File: src/rtl/decode_pkg.sv
// rtl/decode_pkg.sv - shared RV32I decode constants, record type and decode helper
// Purpose: opcode constants, instruction-format codes, access-size codes and the
//          combinational decode function used by decode_stage.
// Ports:   none (package).
package decode_pkg;

  localparam logic [6:0] OPC_OP     = 7'b0110011;
  localparam logic [6:0] OPC_OP_IMM = 7'b0010011;
  localparam logic [6:0] OPC_LOAD   = 7'b0000011;
  localparam logic [6:0] OPC_STORE  = 7'b0100011;
  localparam logic [6:0] OPC_BRANCH = 7'b1100011;
  localparam logic [6:0] OPC_JAL    = 7'b1101111;
  localparam logic [6:0] OPC_JALR   = 7'b1100111;
  localparam logic [6:0] OPC_LUI    = 7'b0110111;
  localparam logic [6:0] OPC_AUIPC  = 7'b0010111;

  typedef enum logic [2:0] {
    ITYPE_R    = 3'd0,
    ITYPE_I    = 3'd1,
    ITYPE_S    = 3'd2,
    ITYPE_B    = 3'd3,
    ITYPE_U    = 3'd4,
    ITYPE_J    = 3'd5,
    ITYPE_NONE = 3'd7
  } itype_e;

  localparam logic [1:0] SIZE_BYTE = 2'b00;
  localparam logic [1:0] SIZE_HALF = 2'b01;
  localparam logic [1:0] SIZE_WORD = 2'b10;

  // Immediate is kept at 32 bits here; the stage sign-extends it to XLEN.
  typedef struct packed {
    logic [6:0]  opcode;
    logic [2:0]  func3;
    logic [6:0]  func7;
    logic [4:0]  rs1;
    logic [4:0]  rs2;
    logic [4:0]  rd;
    logic [31:0] imm;
    itype_e      itype;
    logic [1:0]  size;
    logic        is_unsigned;
  } dec_t;

  // Fields not carried by the instruction's format stay zero.
  function automatic dec_t decode(input logic [31:0] instr);
    dec_t d;
    d       = '0;
    d.itype = ITYPE_NONE;
    d.size  = SIZE_WORD;
    case (instr[6:0])
      OPC_OP: begin
        d.itype = ITYPE_R;
        d.rd    = instr[11:7];
        d.func3 = instr[14:12];
        d.rs1   = instr[19:15];
        d.rs2   = instr[24:20];
        d.func7 = instr[31:25];
      end
      OPC_OP_IMM, OPC_LOAD, OPC_JALR: begin
        d.itype = ITYPE_I;
        d.rd    = instr[11:7];
        d.func3 = instr[14:12];
        d.rs1   = instr[19:15];
        d.imm   = {{20{instr[31]}}, instr[31:20]};
      end
      OPC_STORE: begin
        d.itype = ITYPE_S;
        d.func3 = instr[14:12];
        d.rs1   = instr[19:15];
        d.rs2   = instr[24:20];
        d.imm   = {{20{instr[31]}}, instr[31:25], instr[11:7]};
      end
      OPC_BRANCH: begin
        d.itype = ITYPE_B;
        d.func3 = instr[14:12];
        d.rs1   = instr[19:15];
        d.rs2   = instr[24:20];
        d.imm   = {{20{instr[31]}}, instr[7], instr[30:25], instr[11:8], 1'b0};
      end
      OPC_LUI, OPC_AUIPC: begin
        d.itype = ITYPE_U;
        d.rd    = instr[11:7];
        d.imm   = {instr[31:12], 12'b0};
      end
      OPC_JAL: begin
        d.itype = ITYPE_J;
        d.rd    = instr[11:7];
        d.imm   = {{12{instr[31]}}, instr[19:12], instr[20], instr[30:21], 1'b0};
      end
      default: ;
    endcase
    if (instr[6:0] == OPC_LOAD || instr[6:0] == OPC_STORE) begin
      d.size        = instr[13:12];
      d.is_unsigned = instr[14];
    end
    if (d.itype != ITYPE_NONE) begin
      d.opcode = instr[6:0];
    end
    return d;
  endfunction

endpackage

File: src/rtl/decode_fifo.sv
// rtl/decode_fifo.sv - generic synchronous FIFO with flush for decoded records
// Purpose: DEPTH-entry (power of two) in-order buffer; read data is zero when empty.
// Ports:   clk, rst_n (async active-low), i_flush (sync discard),
//          i_wr_valid/o_wr_ready/i_wr_data write side,
//          o_rd_valid/i_rd_ready/o_rd_data read side.
module decode_fifo #(
  parameter int WIDTH = 8,
  parameter int DEPTH = 2
) (
  input  logic             clk,
  input  logic             rst_n,
  input  logic             i_flush,
  input  logic             i_wr_valid,
  output logic             o_wr_ready,
  input  logic [WIDTH-1:0] i_wr_data,
  output logic             o_rd_valid,
  input  logic             i_rd_ready,
  output logic [WIDTH-1:0] o_rd_data
);

  localparam int AW = $clog2(DEPTH);

  logic [WIDTH-1:0] r_mem [DEPTH];
  logic [AW:0]      r_wr_ptr;
  logic [AW:0]      r_rd_ptr;
  logic             w_full;
  logic             w_empty;
  logic             w_push;
  logic             w_pop;

  // Pointers carry one extra wrap bit to tell full from empty.
  assign w_empty    = (r_wr_ptr == r_rd_ptr);
  assign w_full     = (r_wr_ptr[AW-1:0] == r_rd_ptr[AW-1:0]) &&
                      (r_wr_ptr[AW] != r_rd_ptr[AW]);
  assign o_wr_ready = !w_full;
  assign o_rd_valid = !w_empty;
  assign w_push     = i_wr_valid && !w_full && !i_flush;
  assign w_pop      = !w_empty && i_rd_ready && !i_flush;
  // Gating on empty keeps the uninitialised storage from ever reaching the outputs.
  assign o_rd_data  = w_empty ? '0 : r_mem[r_rd_ptr[AW-1:0]];

  always_ff @(posedge clk or negedge rst_n) begin
    if (!rst_n) begin
      r_wr_ptr <= '0;
      r_rd_ptr <= '0;
    end else if (i_flush) begin
      r_wr_ptr <= '0;
      r_rd_ptr <= '0;
    end else begin
      if (w_push) r_wr_ptr <= r_wr_ptr + 1'b1;
      if (w_pop)  r_rd_ptr <= r_rd_ptr + 1'b1;
    end
  end

  always_ff @(posedge clk) begin
    if (w_push) r_mem[r_wr_ptr[AW-1:0]] <= i_wr_data;
  end

endmodule

File: src/rtl/decode_stage.sv
// rtl/decode_stage.sv - RV32I decode stage with buffered, in-order output
// Purpose: decodes the instruction at the input and stores the record into a
//          DEPTH-entry decode_fifo; optional illegal-instruction reporting is
//          enabled by defining DECODE_ILLEGAL_EN.
// Ports:   clk, rst_n (async active-low), flush (sync discard);
//          in_valid/in_ready, in_instr, in_pc upstream;
//          out_valid/out_ready, out_opcode/func3/func7, out_rs1/rs2/rd, out_imm,
//          out_itype, out_size, out_unsigned, out_pc, out_illegal downstream;
//          ill_count (16-bit saturating) only with DECODE_ILLEGAL_EN.
module decode_stage #(
  parameter int XLEN  = 32,
  parameter int DEPTH = 2
) (
  input  logic            clk,
  input  logic            rst_n,
  input  logic            flush,
  input  logic            in_valid,
  output logic            in_ready,
  input  logic [31:0]     in_instr,
  input  logic [XLEN-1:0] in_pc,
  output logic            out_valid,
  input  logic            out_ready,
  output logic [6:0]      out_opcode,
  output logic [2:0]      out_func3,
  output logic [6:0]      out_func7,
  output logic [4:0]      out_rs1,
  output logic [4:0]      out_rs2,
  output logic [4:0]      out_rd,
  output logic [XLEN-1:0] out_imm,
  output logic [2:0]      out_itype,
  output logic [1:0]      out_size,
  output logic            out_unsigned,
  output logic [XLEN-1:0] out_pc,
  output logic            out_illegal
`ifdef DECODE_ILLEGAL_EN
  ,
  output logic [15:0]     ill_count
`endif
);

  import decode_pkg::*;

  localparam int REC_W = 2 * XLEN + 39;

  dec_t             w_dec;
  logic [XLEN-1:0]  w_imm;
  logic             w_illegal;
  logic [REC_W-1:0] w_wr_data;
  logic [REC_W-1:0] w_rd_data;

  assign w_dec = decode(in_instr);
  // Sign-extending cast from the 32-bit immediate to the datapath width.
  assign w_imm = XLEN'($signed(w_dec.imm));

`ifdef DECODE_ILLEGAL_EN
  logic        w_accept;
  logic [15:0] r_ill_count;

  assign w_illegal = (w_dec.itype == ITYPE_NONE) || (in_instr[1:0] != 2'b11);
  // A flushed cycle drops the input transfer, so it is not counted.
  assign w_accept  = in_valid && in_ready && !flush;

  always_ff @(posedge clk or negedge rst_n) begin
    if (!rst_n) begin
      r_ill_count <= '0;
    end else if (w_accept && w_illegal && (r_ill_count != 16'hFFFF)) begin
      r_ill_count <= r_ill_count + 16'd1;
    end
  end

  assign ill_count = r_ill_count;
`else
  assign w_illegal = 1'b0;
`endif

  assign w_wr_data = {w_illegal, in_pc, w_imm, w_dec.itype, w_dec.size, w_dec.is_unsigned,
                      w_dec.opcode, w_dec.func3, w_dec.func7, w_dec.rs1, w_dec.rs2, w_dec.rd};

  decode_fifo #(
    .WIDTH (REC_W),
    .DEPTH (DEPTH)
  ) u_fifo (
    .clk        (clk),
    .rst_n      (rst_n),
    .i_flush    (flush),
    .i_wr_valid (in_valid),
    .o_wr_ready (in_ready),
    .i_wr_data  (w_wr_data),
    .o_rd_valid (out_valid),
    .i_rd_ready (out_ready),
    .o_rd_data  (w_rd_data)
  );

  assign {out_illegal, out_pc, out_imm, out_itype, out_size, out_unsigned,
          out_opcode, out_func3, out_func7, out_rs1, out_rs2, out_rd} = w_rd_data;

endmodule

File: config.mk
export PLATFORM = sky130hd
export DESIGN_NAME = decode_stage
export DESIGN_NICKNAME = d
export VERILOG_FILES = /design/src/rtl/decode_pkg.sv /design/src/rtl/decode_fifo.sv /design/src/rtl/decode_stage.sv
export SDC_FILE = /design/constraint.sdc
export NUM_CORES = 1
export LEC_CHECK = 0
export CORE_ASPECT_RATIO = 1.75
export CORE_UTILIZATION = 35
export CTS_CLUSTER_SIZE = 14
export DETAILED_ROUTE_END_ITERATION = 10
export PLACE_DENSITY = 0.64
export SLEW_MARGIN = 10
export SYNTH_ARGS = -nofsm -noshare
export SYNTH_HDL_FRONTEND = slang
export SYNTH_HIERARCHICAL = 1
export SYNTH_SLANG_ARGS = --single-unit
File: constraint.sdc
create_clock -name clk -period 11.6 [get_ports clk]
set_input_delay 3.48 -clock clk [delete_from_list [all_inputs] [get_ports clk]]
set_output_delay 3.48 -clock clk [all_outputs]
set_load 0.02 [all_outputs]
==> metrics.yaml <==
min_path:
  hold_end: "u_fifo/r_wr_ptr[1]$_DFFE_PN0P_"
  min_path_type: "reg2reg"
  hold_start: "u_fifo/r_wr_ptr[1]$_DFFE_PN0P_"
  min_path_cells: 2
setup_path:
  worstSetupStartpoint: "u_fifo/r_wr_ptr[0]$_DFFE_PN0P_"
  r2r_end: "u_fifo/r_mem[1][52]$_DFFE_PP_"
  r2r_slack_ns: 7.95
  critPathKind: "reg2out"
  crit_path_end_kind: "output pin"
  critPathMaxFanout: 113
  r2r_cells: 5
  r2r_start: "u_fifo/r_rd_ptr[1]$_DFFE_PN0P_"
  crit_arrival_ns: 4.28
  worstSetupStartpointType: "register"
  cp.required_ns: 8.12
power:
  p_int_w: 0.00134
  p_leak_nw: 3.74
  p_per_area_mw_per_mm2: 157
  p_total_w: 0.00184
  swShare_pct: 27.1
  p_clk_share_pct: 32.3
  ir_worst_vdd_mv: 0.0995
  p_switching_w: 0.000498
  pwr-share-comb_pct: 20.2
  pwr-share-seq_pct: 47.5
clock_tree:
  cts_resized: 0
  cts_sinks: 210
  h-tree-depth: 1
  cts_hold_buf: 0
  cts-root-buf: "clkbuf_16"
  cts_made_buffers: 20
  cts_tree: "yes"
  post_cts_buffers: 0
  path_clk_slew_ns: 0.06
  clock_latency_ns: 0.49
  clockBufferDepth: 3
yosys:
  synthArstFlopShare_pct: 1.90
  syn_area_per_cell_um2: 12.4
  synth-simple-area-share_pct: 10.8
  synth-edff-count: 206
  yosys_warnings: 6
  synth_compound_area_share_pct: 16.7
  synth-adder-area-share_pct: 0
  seq_area_frac_synth_pct: 68.3
  ys_top_cells_by_count: "206 x edfxtp_1, 111 x nand2_1, 104 x o22ai_1"
  synth_area_mm2: 0.00920
  ys_ff_latch: 210
  synthTopCellsByArea: "edfxtp_1 67%, o22ai_1 7.1%, o21ai_0 4.6%"
  syn_inst: 740
  synth_top_family_by_area: "compound AO/OA/AOI/OAI gates"
  synthFlopType: "edfxtp_1"
  ys_types: 56
  synth.area.mux_share_pct: 0.109
  yosysTopAreaCellShare_pct: 67.2
  yosys.area.top_type: "edfxtp_1"
  synth_xor_area_share_pct: 0.190
  yosysMostFrequentCell: "edfxtp_1"
sta:
  hold_violations: 0
  tightest_slew_ns: 1.22
  slew_viol_final: 0
  max-slew-margin-rel_pct: 18.6
  timing.fmax_mhz: 129
  setup_viol: 0
  grt_setup_unrepaired: "false"
  finalCritPeriodShare_pct: 66.9
  finalSetupTns_ns: 0
  fin_crit_ns: 7.76
  fin_hold_ws_ns: 0.641
  fin_skew_ns: 0.00774
die:
  num_rows: 78
  core_area_mm2: 0.0259
  start_util_pct: 35.6
  dieHeight_um: 216
  fp.dieArea_mm2: 0.0270
  ios: 174
  die_w_um: 125
final_layout:
  nNetsFinal: 944
  syn_to_final_growth_pct: 27.2
  drive_gt1_share_pct: 5.88
  fillers: 2352
  diodes: 0
  fin_util_pct: 45.2
  final_cells: 1205
routing:
  first_pass_iters: 5
  drtAntennaViolNets: 0
  vias: 6614
  detail_route.wl_per_cell_um: 21.1
  drt-initial-drc-count: 619
  vias_per_cell: 5.49
  routed_wl_um: 25400
  drc: 0
status:
  status: "finished, final reports clean"
global_routing:
  grt_pass1_wl_um: 38500
  grt.total_usage_pct: 18.5
  grt_pass1_vias: 6561
  grt_max_degree: 114
  overflow: 0
  antenna_found_initial: 0
place:
  dp_hpwl_um: 16200
  globalplace.congestion: 0.847
  dpl.cell_count: 1173
  placement.io_buffers: 173
job:
  maxCapViolations: 0
## metrics by stage
stage                     setup slack (ns)  cell area, um^2
after detailed placement              4.16            11100
final                                 3.84            11700
after global routing                  3.44            11700
after CTS                             3.63            11700
after floorplan                       1.88             9210
after global placement                4.19            11100
## kinds of logic after synthesis
kind of cell / Yosys count
XOR/XNOR: 2
multiplexers: 1
AND/OR/NAND/NOR: 198
AO/OA/AOI/OAI: 252
buffers and inverters: 76
other: 1
flip-flops: 210
## worst max path at each step
| stage | to | slack (ns) |
|---|---|---|
| after floorplan | u_fifo/r_mem[0][0]$_DFFE_PP_ | 1.88 |
| after global placement | out_itype[0] | 4.19 |
| after detailed placement | out_imm[30] | 4.16 |
| after CTS | out_itype[0] | 3.63 |
| after global routing | out_imm[30] | 3.44 |
| final | out_itype[0] | 3.84 |
## cell type report
cell class | count | area (um^2) | area share [%]
Clock inverter | 7 | 38.8 | 0.332
Tap cell | 320 | 400 | 3.42
Clock buffer | 25 | 541 | 4.62
Multi-Input combinational cell | 455 | 2610 | 22.3
Timing Repair Buffer | 181 | 1790 | 15.3
Sequential cell | 210 | 6290 | 53.8
Inverter | 7 | 26.3 | 0.225
## registers in the layout (all words and copies together), names as in the netlist
register / flops
u_fifo/r_rd_ptr: 2
u_fifo/r_mem: 206
u_fifo/r_wr_ptr: 2
## cells in the final DEF, fill, tap and decap left out, drive strengths merged, types with 3 or more instances in the layout
cell / Yosys / routed
edfxtp: 206 / 206
clkdlybuf4s50: 0 / 173
nand2: 112 / 112
o22ai: 104 / 104
o21ai: 104 / 104
and2: 33 / 33
clkbuf: 35 / 25
a211o: 10 / 10
a21o: 9 / 9
nor2: 9 / 9
nand2b: 8 / 8
buf: 34 / 8
a21oi: 8 / 8
inv: 7 / 7
clkinv: 0 / 6
nand3: 5 / 5
nor3: 5 / 5
a22o: 4 / 4
dfrtp: 4 / 4
a31oi: 3 / 3
or3: 3 / 3
nand4b: 3 / 3
nor2b: 3 / 3
nor4: 3 / 3
## critical path, cell delays in order, from the launching register on
cell	delay [ns]
dfrtp_4	0.40
buf_4	0.82
inv_1	0.23
nor2_4	0.55
buf_4	0.81
o22ai_1	0.32
clkdlybuf4s50_1	0.64
## power groups by stage
| stage | registers (W) | logic, W | clock network [W] |
|---|---|---|---|
| global route | 0.000875 | 0.000395 | 0.000636 |
| floorplan | 0.000889 | 0.000202 | 0 |
| detailed placement | 0.000889 | 0.000375 | 0 |
| CTS | 0.000873 | 0.000376 | 0.000610 |
| finish | 0.000873 | 0.000371 | 0.000595 |
| global placement | 0.000888 | 0.000374 | 0 |
## metal layers
metal	track usage, %	wire (um)
met2	33.8	13900
met1	21.1	9250
met3	1.95	1090
met5	0	0
met4	9.48	1210
Power figures use the tool's default switching activity.
